[config.mk]
export PLATFORM = sky130hd
export DESIGN_NAME = mesh_egress_channel
export DESIGN_NICKNAME = d
export VERILOG_FILES = /design/src/rtl/mesh_egress_channel.sv
export SDC_FILE = /design/constraint.sdc
export NUM_CORES = 1
export LEC_CHECK = 0
export ABC_AREA = 1
export CAP_MARGIN = 10
export CELL_PAD_IN_SITES_DETAIL_PLACEMENT = 2
export CELL_PAD_IN_SITES_GLOBAL_PLACEMENT = 2
export CORE_AREA = 2 2 327 232
export DETAILED_ROUTE_END_ITERATION = 12
export DIE_AREA = 0 0 329 234
export GPL_TIMING_DRIVEN = 0
export PLACE_DENSITY_LB_ADDON = 0.1
export SLEW_MARGIN = 30
export SYNTH_ARGS = -nofsm -noshare
export SYNTH_HDL_FRONTEND = slang
export SYNTH_SLANG_ARGS = --single-unit
[constraint.sdc]
create_clock -name clk -period 3.69 [get_ports clk]
set_input_delay 0.369 -clock clk [delete_from_list [all_inputs] [get_ports clk]]
set_output_delay 0.369 -clock clk [all_outputs]
set_load 0.03 [all_outputs]
[src/rtl/mesh_egress_channel.sv]
// Transmit end of a mesh output link: two virtual-channel FIFOs, selected by a
// free-running polarity bit, drained to the link consumer under ri flow control.
module mesh_egress_channel #(
  parameter int DEPTH = 4,
  parameter int PKT_W = 64
) (
  input  logic             clk,
  input  logic             reset,
  input  logic             push_valid,
  input  logic [PKT_W-1:0] push_packet,
  output logic [1:0]       push_ready,
  output logic [PKT_W-1:0] out_packet,
  output logic             so,
  input  logic             ri,
  output logic             polarity,
  output logic [15:0]      tx_count,
  output logic             overflow_err
);

  localparam int AW = $clog2(DEPTH);
  localparam int CW = AW + 1;

  logic                   r_pol;
  logic [15:0]            r_tx_count;
  logic                   r_ovf;
  logic                   w_sel;
  logic                   w_vc;
  logic                   w_so;
  logic [1:0]             w_push_v;
  logic [1:0]             w_pop_v;
  logic [1:0][CW-1:0]     w_cnt;
  logic [1:0][PKT_W-1:0]  w_head;

  assign w_sel = ~r_pol;
  assign w_vc  = push_packet[PKT_W-1];
  assign w_so  = (w_cnt[w_sel] != '0);

  always_comb begin
    w_push_v = '0;
    w_pop_v  = '0;
    if (push_valid && push_ready[w_vc]) w_push_v[w_vc] = 1'b1;
    if (w_so && ri)                     w_pop_v[w_sel] = 1'b1;
  end

  for (genvar v = 0; v < 2; v++) begin : g_vc
    logic [PKT_W-1:0] r_mem [DEPTH];
    logic [AW-1:0]    r_wp;
    logic [AW-1:0]    r_rp;
    logic [CW-1:0]    r_cnt;

    always_ff @(posedge clk) begin
      if (reset) begin
        r_wp  <= '0;
        r_rp  <= '0;
        r_cnt <= '0;
      end else begin
        if (w_push_v[v]) r_wp <= r_wp + 1'b1;
        if (w_pop_v[v])  r_rp <= r_rp + 1'b1;
        case ({w_push_v[v], w_pop_v[v]})
          2'b10:   r_cnt <= r_cnt + 1'b1;
          2'b01:   r_cnt <= r_cnt - 1'b1;
          default: r_cnt <= r_cnt;
        endcase
      end
    end

    // Storage is not reset; pointer/count reset is what discards queued packets.
    always_ff @(posedge clk) begin
      if (!reset && w_push_v[v]) r_mem[r_wp] <= push_packet;
    end

    assign w_cnt[v]      = r_cnt;
    assign w_head[v]     = r_mem[r_rp];
    assign push_ready[v] = (r_cnt < CW'(DEPTH));
  end

  always_ff @(posedge clk) begin
    if (reset) begin
      r_pol      <= 1'b0;
      r_tx_count <= '0;
      r_ovf      <= 1'b0;
    end else begin
      r_pol <= ~r_pol;
      if (w_so && ri)                      r_tx_count <= r_tx_count + 1'b1;
      if (push_valid && !push_ready[w_vc]) r_ovf      <= 1'b1;
    end
  end

  assign so           = w_so;
  assign out_packet   = w_so ? w_head[w_sel] : '0;
  assign polarity     = r_pol;
  assign tx_count     = r_tx_count;
  assign overflow_err = r_ovf;

endmodule

; ---- Word-level counts from Yosys, hierarchy flattened
; Memory sizes are Yosys's and may differ from the RTL's. A register that Yosys moved wholly into a read port is not among the register bits.
; Cells that the tools add are included.
; W data, S select, Z words.
[word_totals]
regBits = 32
ramBits = 512
in_bits = 68
out_inout_bits = 85
n_memories = 2
[mem_list]
columns = memory, depth, word_bits, read_ports, rd_clocked_by_memory_dff, wr, line
row1 = g_vc[0].r_mem, 4, 64, 1, 1, 1, 46  ; logic [PKT_W-1:0] r_mem [DEPTH];
row2 = g_vc[1].r_mem, 4, 64, 1, 1, 1, 46
[classes]
addsub = 9
order_cmp = 6
eq_ne = 4
n_mux = 23
bitwise = 1
n_reduce_logical = 12
[op_table]
columns = operator, count
row1 = $mux W64, 3
row2 = $add A16 B1 Y16 const B, 1
row3 = $mux W2, 6
row4 = $pmux W3 S2, 2
row5 = $add A2 B1 Y2 const B, 4
row6 = $mux W1, 8
row7 = $logic_and A1 B1 Y1, 7
row8 = $add A3 B1 Y3 const B, 2
row9 = $lt A3 B3 Y1 const B, 2
row10 = $mux W3, 2
row11 = $sub A3 B1 Y3 const B, 2
row12 = $eq A2 B1 Y1 const B, 2
row13 = $eq A2 B2 Y1 const B, 2
row14 = $lt A1 B2 Y1 const B, 2
row15 = $reduce_bool A2 Y1, 2
row16 = $reduce_bool A3 Y1, 1
row17 = $demux W1 S1, 2
row18 = $ge A1 B1 Y1 const B, 2
row19 = $logic_not A1 Y1, 2
row20 = $not A1 Y1, 1

; ---- Logic depth before layout (Yosys ltp)
[logic_depth]
depth_word = 8
depth_mapped = 13
mapped_depth_nobuf = 12

; ---- Least setup slack after synthesis
; OpenSTA, ideal clock, no wires.
[synth_timing]
path_type = input-to-reg
from = input reset
to = memory g_vc[1].r_mem[0][0], enable pin
setup_time_ns = 0.487
t_arrival_ns = 3.579
required_ns = 3.203
slack_ns = -0.376
stages = 4
path_buffers = 1
path_cell_list = clkbuf_1 > inv_1 > nand4_1 > nor2_1
[synth_between]
elab_chain_cells = 4
[synth_lines]
columns = item, line
row1 = from (decl), 8  ; input logic reset,
row2 = $logic_not A1 Y1, 69  ; if (!reset && w_push_v[v]) r_mem[r_wp] <= push_packet;
row3 = $logic_and A1 B1 Y1, 69
row4 = $mux W1, 69
row5 = $mux W1 (not written as such), 69
row6 = to (decl), 46
; Every way passes these cells.

==> flow_summary.json <==
{
  "status": "completed",
  "clockBufferDepth": 3,
  "clock-sinks": 548,
  "wl_per_cell_microns": 23.5,
  "min_period_over_period_pct": 94.9,
  "critPathSlowestCell": "clkdlybuf4s50_1",
  "synth_area_leaders": "edfxtp_1 (70%), nor2_1 (7.4%), o21ai_0 (5.7%)",
  "num_rows": 84,
  "ir_drop_mv": 0.329,
  "coreArea_sq_um": 74100,
  "max_clock_freq_mhz": 286,
  "die-area_sq_um": 77000,
  "hold_class": "input port to flop",
  "power.density_nw_per_um2": 526,
  "cts_tree": "done",
  "grt_max_degree": 20,
  "cp.required_ns": 3.32,
  "critPathMaxFanout": 10,
  "drcViolationCount": 0,
  "final_common_cell": "edfxtp_1",
  "synth_cell_type_count": 28,
  "cts_made_buffers": 58,
  "ant_nets": 0,
  "htree_num_levels": 2,
  "place_congestion": 0.726,
  "rsz0062_at_grt": "false",
  "finalSetupViolCount": 0,
  "worstMarginPinSlew_ns": 0.727,
  "finalHoldViolCount": 0,
  "grt_pass1_vias": 16600,
  "crit_arrival_ns": 3.13,
  "yosys_warnings": 0,
  "worstSetupEndpointType": "output pin",
  "finalClockSkew_ns": 0.0143,
  "insertion_delay_ns": 0.63,
  "fin_nets": 2163,
  "grt_overflow": 0,
  "post-route-min-period_ns": 3.50,
  "die_h_microns": 234,
  "crit_family": "buffers and inverters",
  "area_growth_pct": 25.4,
  "vias_per_cell": 4.87,
  "worstSetupPathType": "flop to output pin",
  "cp-start-kind": "flop",
  "dieWidth_microns": 329,
  "post-cts-setup-buffers": 0,
  "synth_nets": 1918,
  "cp_num_buf_inv": 3,
  "fin_hold_ws_ns": 0.270,
  "hpwl_microns": 49300,
  "syn_avg_cell_area_sq_um": 11.9,
  "synth_top_area_share_pct": 70.1,
  "fin_ws_ns": 0.190,
  "cts_root_buf": "clkbuf_16",
  "clkTransAtPathRegs_ns": 0.06,
  "holdBufCountCts": 0,
  "ys_seq_elements": 548,
  "firstDrtPassIters": 5,
  "synth_seq_area_share_pct": 73.4,
  "slowest_delay_ns": 0.69,
  "power.leakage_nw": 9.19,
  "wirelength_microns": 73200,
  "grtUsageTotal_pct": 19.2,
  "drtIter0Drc": 901,
  "io_buffers": 151,
  "slew_headroom_pct": 51.5,
  "synth_top_area_cell": "edfxtp_1",
  "slew_viol_final": 0,
  "pre_cts_slack_ns": 0.192,
  "start_util_pct": 29.6,
  "maxCapViolations": 0,
  "grt_pass1_wl_microns": 109000,
  "post_route_cells_drive_above_1_share_pct": 10.0,
  "vias": 15200,
  "io-pin-count": 153,
  "synth.cell_area_sq_um": 21900,
  "cp_cell_sequence": "buf_4 > clkbuf_1 > o21ai_0 > o21ai_1 > nand2_1 > a21oi_1 > clkdlybuf4s50_1",
  "mostFrequentLayoutCells": "edfxtp_1 (512), nor2_1 (422), o21ai_0 (251)",
  "synthCells": 1837,
  "antenna_found_initial": 2
}
[cell usage after synthesis]
cell type	n
buf_4	10
nor2_1	430
o21ai_0	251
nand4_1	2
nor2_4	1
buf_2	24
o21a_1	1
buf_8	2
buf_12	1
inv_2	3
ha_1	11
nand3_1	10
xor2_1	1
nand3b_1	1
o21ai_1	150
nand3_4	1
clkbuf_2	6
clkbuf_1	46
buf_6	11
inv_1	44
nor3_1	6
edfxtp_1	512
nor2_2	2
a21oi_1	91
dfxtp_1	36
nand2_1	173
fa_1	2
buf_1	9
[cell type report]
class                   instances  area, sq um
diodes                          1         2.50
repair buffers                185         2420
well taps                     989         1240
clock inverters                25          179
plain buffers                 109          654
clock buffers                  83         1630
inverters                      47          176
fillers                      7650        46600
flip-flops and latches        548        16100
multi-input cells            1133         5120
[where the power goes]
part           internal [mW]  switching, mW
sequential              6.90         0.0350
clock                   3.20           2.52
combinational          0.582           1.23
total                   10.7           3.79
[registers in the layout (all words and copies together), names as in the netlist, named ones only]
name          flops
overflow_err      1
tx_count         16
g_vc.r_rp         4
g_vc.r_mem      512
polarity          1
g_vc.r_wp         4
g_vc.r_cnt        6
[what timing repair did]
item                                    CTS  global route
hold endpoints to repair                  0             0
endpoints found under the setup margin   36            33
gates resized for setup                  18            35
[stage by stage]
stage	setup TNS [ns]	power [mW]	utilization, %	instances	cell area [sq um]
floorplan	-143.44	7.98	-	1837	21900
global placement	-1859.94	8.82	33.3	2977	24700
detailed placement	0	8.90	34.6	3011	25600
CTS	0	14.7	37.1	3119	27500
global route	0	15.0	37.1	3119	27500
finish	0	14.5	37.1	3120	27500
[worst reg2reg max path: cells and delay by family, from the launching register on]
kind | cells | cell delay (ns)
and+or+nand+nor | 3 | 1.10
buffers and inverters | 4 | 0.80
DFF | 1 | 0.34
[routing by layer]
layer	share of wire, %	GRT usage [%]	routed length, microns	vias to the layer above
met5	0	0	0	-
met4	1.5	4.07	1100	0
met3	3.4	2.61	2460	76
met2	45	30.1	33000	231
met1	50	28.2	36600	7888
li1	-	-	-	6986
[path summary, 6_finish.rpt]
check / from / endpoint / slack [ns] / cells after the start
min reg2reg: overflow_err / overflow_err / 0.47 / 1
min: reset / g_vc[0].r_cnt[1] / 0.27 / 2
max reg2reg: g_vc[0].r_cnt[2] / g_vc[0].r_mem[3][32] / 1.17 / 7
max: flop / out_packet[33] / 0.19 / 7
[logic make-up (layout without fill, tap and decap cells)]
group / Yosys count / count (layout) / share of synthesized area [%]
AO/OA/AOI/OAI: 493 / 493 / 11.3
adder cells (fa/ha/maj): 13 / 13 / 0.810
XOR/XNOR: 1 / 1 / 0.0399
AND/OR/NAND/NOR: 626 / 626 / 11.0
flip-flops: 548 / 548 / 73.4
buffers and inverters: 156 / 449 / 3.56
other: 0 / 1 / 0
No activity file was read; power rests on OpenSTA's default activity.
==> patch 1, RTL diff (same settings) <==
`PKT_W`: 64 -> 60.
--- a/src/rtl/mesh_egress_channel.sv
+++ b/src/rtl/mesh_egress_channel.sv
@@ -2,7 +2,7 @@
 // free-running polarity bit, drained to the link consumer under ri flow control.
 module mesh_egress_channel #(
   parameter int DEPTH = 4,
-  parameter int PKT_W = 64
+  parameter int PKT_W = 60
 ) (
   input  logic             clk,
   input  logic             reset,
Ports: changed (resized out_packet and push_packet); port bits go from 153 to 145. No check against the original RTL was run, so the function may have changed too.
==> patch 1 against the unedited design <==
Cell area is 5.7% lower. Worst setup slack worse by 0.031 ns. Hold slack worse by 0.032 ns. Power is 5.6% lower. Critical endpoint is now out_packet[3]. Routed wire length is 6.6% lower. Fmax is 0.89% lower. Non-clock buffer count is 18 lower. Synthesized area is 6.0% lower. Synthesized cell count is 5.6% lower. Sequential cell count is 32 lower. Utilization is 2.1 points lower. Largest cell class unchanged. First-iteration DRC count is 0.89% lower.
==> patch 1: results <==
set metrics [dict create \
    status "completed" \
    grt_max_degree 19 \
    min_from "reset" \
    cp_data_arrival_time_ns 3.16 \
    min_to "tx_count[13]" \
    finalWirelength_um 68440 \
    ff2ff_path_depth 14 \
    rr_startpoint "polarity" \
    skew_ns 0.009668 \
    holdPathStages 2 \
    ys_types 29 \
    cts_max_level 2 \
    clock_tree.buffer_depth 3 \
    grt_pass1_vias 15462 \
    synth_edf_count 480 \
    fin_cells 2999 \
    slowest_stage "clkdlybuf4s50_1" \
    yosys_warnings 0 \
    placedCellCount 2898 \
    dpl.hpwl_um 46280 \
    crit_family "buffers and inverters" \
    gp_congestion 0.7302 \
    first_pass_iters 5 \
    cts-root-buf "clkbuf_16" \
    hold_path_class "input port to flip-flop" \
    cts_buffers 56 \
    drt_iter0_markers 893 \
    diodes 0 \
    num-fill-cells 7702 \
    worst_skew_pair.late_latency_ns 0.63 \
    ir_drop_uv 333.8 \
    holdWs_ns 0.2374 \
    post-route-period-util_pct 95.71 \
    syn_nets 1811 \
    rrSetupSlack_ns 1.18 \
    async_reset_ff_share_pct 0 \
    antenna_found_initial 2 \
    synthCells 1734 \
    port_buffers 143 \
    dp_slack_ns 0.3711 \
    grt_first_pass_wirelength_um 101000 \
    num_vias 14180 \
    nets 2044 \
    synth_seq_area_share_pct 73.39 \
    cpPeakStageDelay_ns 0.74 \
    yosys-top-cells-area "edfxtp_1, nor2_1, o21ai_0, dfxtp_1, nand2_1" \
    layout-drive-gt1-share_pct 9.204 \
    r2r-end "g_vc[1].r_cnt[2]" \
    leakage_nw 8.622 \
    tightest_slew_ns 0.7663 \
    clk_pin_slew_ns 0.06 \
    largest-register "g_vc.r_mem" \
    largest_reg_flops 480 \
    synth_common_cells "edfxtp_1, nor2_1, o21ai_0" \
    grt_use_total_pct 17.78 \
]
## patch 1: cell count changes in the layout (fill, tap and decap cells not counted), moves of 8 or more
cell,unedited run,this run
a21oi_1,91,83
clkdlybuf4s50_1,146,136
clkinv_1,8,20
clkinv_2,11,3
edfxtp_1,512,480
nand2_1,173,162
nor2_1,422,398
o21ai_0,251,262
o21ai_1,150,115
## patch 1: repair_timing
item / in CTS / in global routing
endpoints found under the setup margin: 60 / 30
setup buffers: 0 / 0
gates resized for setup: 20 / 29
pin swaps: 0 / 0
## patch 1: cell type report
class / count / area (um2) / area share [%]
Timing Repair Buffer: 175 / 2276 / 8.771
Sequential cell: 516 / 15130 / 58.32
Clock inverter: 30 / 235.2 / 0.9065
Multi-Input combinational cell: 1070 / 4876 / 18.79
Clock buffer: 71 / 1479 / 5.699
Inverter: 47 / 178.9 / 0.6895
Tap cell: 989 / 1237 / 4.769
Buffer: 101 / 531.8 / 2.049
## patch 1: metrics by stage
| step | TNS [ns] | total power, mW | area [um2] |
|---|---|---|---|
| after floorplan | -72.29 | 7.498 | 20630 |
| after global placement | -1570.86 | 8.292 | 23290 |
| after detailed placement | 0 | 8.359 | 24190 |
| after CTS | 0 | 13.90 | 25920 |
| after global routing | 0 | 14.20 | 25950 |
| final | 0 | 13.66 | 25950 |
## patch 1: how the worst max path moves through the flow
stage | end | from
after CTS | out_packet[29] | flip-flop
after global routing | out_packet[3] | flip-flop
final | out_packet[3] | polarity
after floorplan | g_vc[1].r_mem[0][0] | reset
after detailed placement | out_packet[39] | polarity
after global placement | g_vc[0].r_mem[3][48] | push_packet[59]
## patch 1: power breakdown
part           leakage, nW  internal (mW)  switching, mW  total, mW
registers             4.63           6.49         0.0311       6.52
logic                 3.17          0.532           1.15       1.68
clock network        0.828           3.08           2.38       5.46
total                 8.62           10.1           3.55       13.7
## patch 1: worst register-to-register path: stages, from the launching register on
cell	delay, ns
dfxtp_1	0.31
buf_4	0.22
inv_4	0.23
nor2_2	0.06
nand2_2	0.09
nand3_4	0.11
buf_6	0.19
nor2_8	0.11
ha_1	0.15
inv_1	0.07
fa_1	0.38
a21oi_1	0.15
o21ai_0	0.12
o21ai_0	0.16
a21oi_1	0.05
## patch 1: cell families (layout without fill, tap and decap cells)
kind of cell / count (synthesis) / count (layout) / share of synthesized area (%)
compound gates: 463 / 463 / 11.26
xor+xnor: 1 / 1 / 0.04248
fa+ha+maj: 13 / 13 / 0.8616
buf+inv: 148 / 424 / 3.283
flops: 516 / 516 / 73.39
simple gates: 593 / 593 / 11.16
## patch 1: layer usage
layer | global-route usage, % | wire length (um)
met1 | 24.36 | 32660
met2 | 29.54 | 32180
met3 | 2.656 | 2271
met4 | 4.509 | 1314
met5 | 0 | 10
==> patch 2, RTL diff (same flow settings) <==
Made on the original files. Register the output `tx_count` once more, cleared by the reset; this adds one clock of latency there. The other outputs are not delayed to match.
--- a/src/rtl/mesh_egress_channel.sv
+++ b/src/rtl/mesh_egress_channel.sv
@@ -89,7 +89,13 @@
   assign so           = w_so;
   assign out_packet   = w_so ? w_head[w_sel] : '0;
   assign polarity     = r_pol;
-  assign tx_count     = r_tx_count;
+  always_ff @(posedge clk) begin
+    if (reset) begin
+      tx_count <= '0;
+    end else begin
+      tx_count <= r_tx_count;
+    end
+  end
   assign overflow_err = r_ovf;
 
 endmodule
Formal check against the unedited RTL: not equivalent (Yosys sat finds a counterexample within 4 cycles, from zero or initial values and one cycle with reset high).
==> patch 2 against the unedited design <==
Synthesized area increased by 3.0%. Final cell count increased by 1.2%. Sequential share of layout area decreased by 0.54 points. Non-clock buffer count rose by 1. Combinational power is 8% higher. Utilization is 1.1 points higher. Cell area rose by 2.9%. Worst setup slack got worse by 0.089 ns. Power rose by 5.2%. Routed wire length shrank 2.4%. Via count rose by 0.28%. Sequential cell count up 16. Largest power group unchanged. Highest routed layer is now met5.
==> patch 2: results <==
set metrics [dict create \
    status "completed" \
    endpoint "out_packet[5]" \
    grt_first_pass_wirelength_um 107800 \
    r2r-end "g_vc[1].r_mem[0][44]" \
    post-route-period-util_pct 97.26 \
    vias_per_cell 4.822 \
    rr_startpoint "g_vc[1].r_cnt[2]" \
    placedCellCount 3045 \
    drt_iter0_markers 901 \
    rrSetupSlack_ns 1.23 \
    cp_max_fo 10 \
    post_cts_resized 13 \
    route.met3.wl_um 2211 \
    clk_pin_slew_ns 0.06 \
    gp_congestion 0.7205 \
    dp_slack_ns 0.3420 \
    synth_common_cells "edfxtp_1, nor2_1, o21ai_0" \
    skew_ns 0.01052 \
    post-cts-setup-buffer-count 0 \
    top_layer_used "met5" \
    num-fill-cells 7618 \
    cp_data_arrival_time_ns 3.22 \
    met3_usage_pct 2.614 \
    relSlewSlack_pct 48.51 \
    hold_path_class "input port to flip-flop" \
    grt_use_total_pct 18.77 \
    grtUsageMet1_pct 26.08 \
    ir_drop_uv 391.3 \
    worst_skew_pair.late_latency_ns 0.62 \
    internal_power_mw 11.33 \
    ff2ff_path_depth 6 \
    synth_edf_count 512 \
    nets 2199 \
    ys_types 31 \
    cts_max_level 2 \
    placed_cell_area_um2 26300 \
    cts-root-buf "clkbuf_16" \
    cpPeakStageDelay_ns 0.75 \
    layout-drive-gt1-share_pct 10.72 \
    async_reset_ff_share_pct 0 \
    clock_tree.buffer_depth 3 \
    yosys-top-cells-area "edfxtp_1, nor2_1, o21ai_0, dfxtp_1, o21ai_1" \
    fin_util_pct 38.22 \
    num_vias 15223 \
    dpl.hpwl_um 48660 \
    antenna_found_initial 4 \
    synthCells 1871 \
    grtUsageMet2_pct 31.15 \
    cts_buffers 60 \
    wl_met2_um 33810 \
    grt_pass1_vias 16904 \
    leakage_nw 9.578 \
    wl_met1_um 34260 \
    syn_nets 1952 \
    grt_max_degree 19 \
    synth_seq_area_share_pct 72.65 \
    wire_per_inst_um 22.64 \
]
## patch 2: worst min path at each step
| stage | startpoint | to | slack [ns] | depth (start not counted) |
|---|---|---|---|---|
| after floorplan | r_tx_count[15] | tx_count[15] | 0.42 | 2 |
| after global placement | r_tx_count[15] | tx_count[15] | 0.44 | 2 |
| final | reset | flip-flop | 0.21 | 2 |
| after CTS | reset | r_tx_count[7] | 0.19 | 2 |
| after global routing | reset | g_vc[0].r_rp[0] | 0.23 | 2 |
| after detailed placement | r_tx_count[15] | tx_count[15] | 0.44 | 2 |
## patch 2: final cells by class
type,count,share of cell area (%)
buffer,110,2.266
inverter,115,1.524
antenna,3,0.02651
clock buffer,86,6.159
tap,989,4.370
multi-input combinational,1082,18.34
sequential,564,57.97
clock inverter,23,0.8218
timing repair buffer,185,8.527
## patch 2: cells by family (layout without fill, tap and decap cells)
logic type	Yosys count	after routing	synth area share (%)
flip-flops	564	564	72.65
other	0	3	0
adder cells (fa/ha/maj)	13	13	0.7864
XOR/XNOR	4	4	0.1550
AND/OR/NAND/NOR	569	569	9.841
buffers and inverters	225	519	4.635
AO/OA/AOI/OAI	496	496	11.93
## patch 2: power groups by stage
stage / Sequential (mW) / Clock, mW / Combinational, mW
2_1_floorplan: 7.25 / 0 / 1.01
3_3_place_gp: 7.26 / 0 / 1.91
3_5_place_dp: 7.24 / 0 / 1.99
4_1_cts: 7.11 / 6.34 / 2.01
5_1_grt: 7.11 / 6.57 / 2.14
6_report: 7.11 / 6.16 / 1.96
## patch 2: critical path: cells and delay by family (launching register included)
kind                   cells  cell delay, ns
AND/OR/NAND/NOR            1            0.32
flip-flops                 1            0.34
AO/OA/AOI/OAI              3            0.44
buffers and inverters      3            1.49
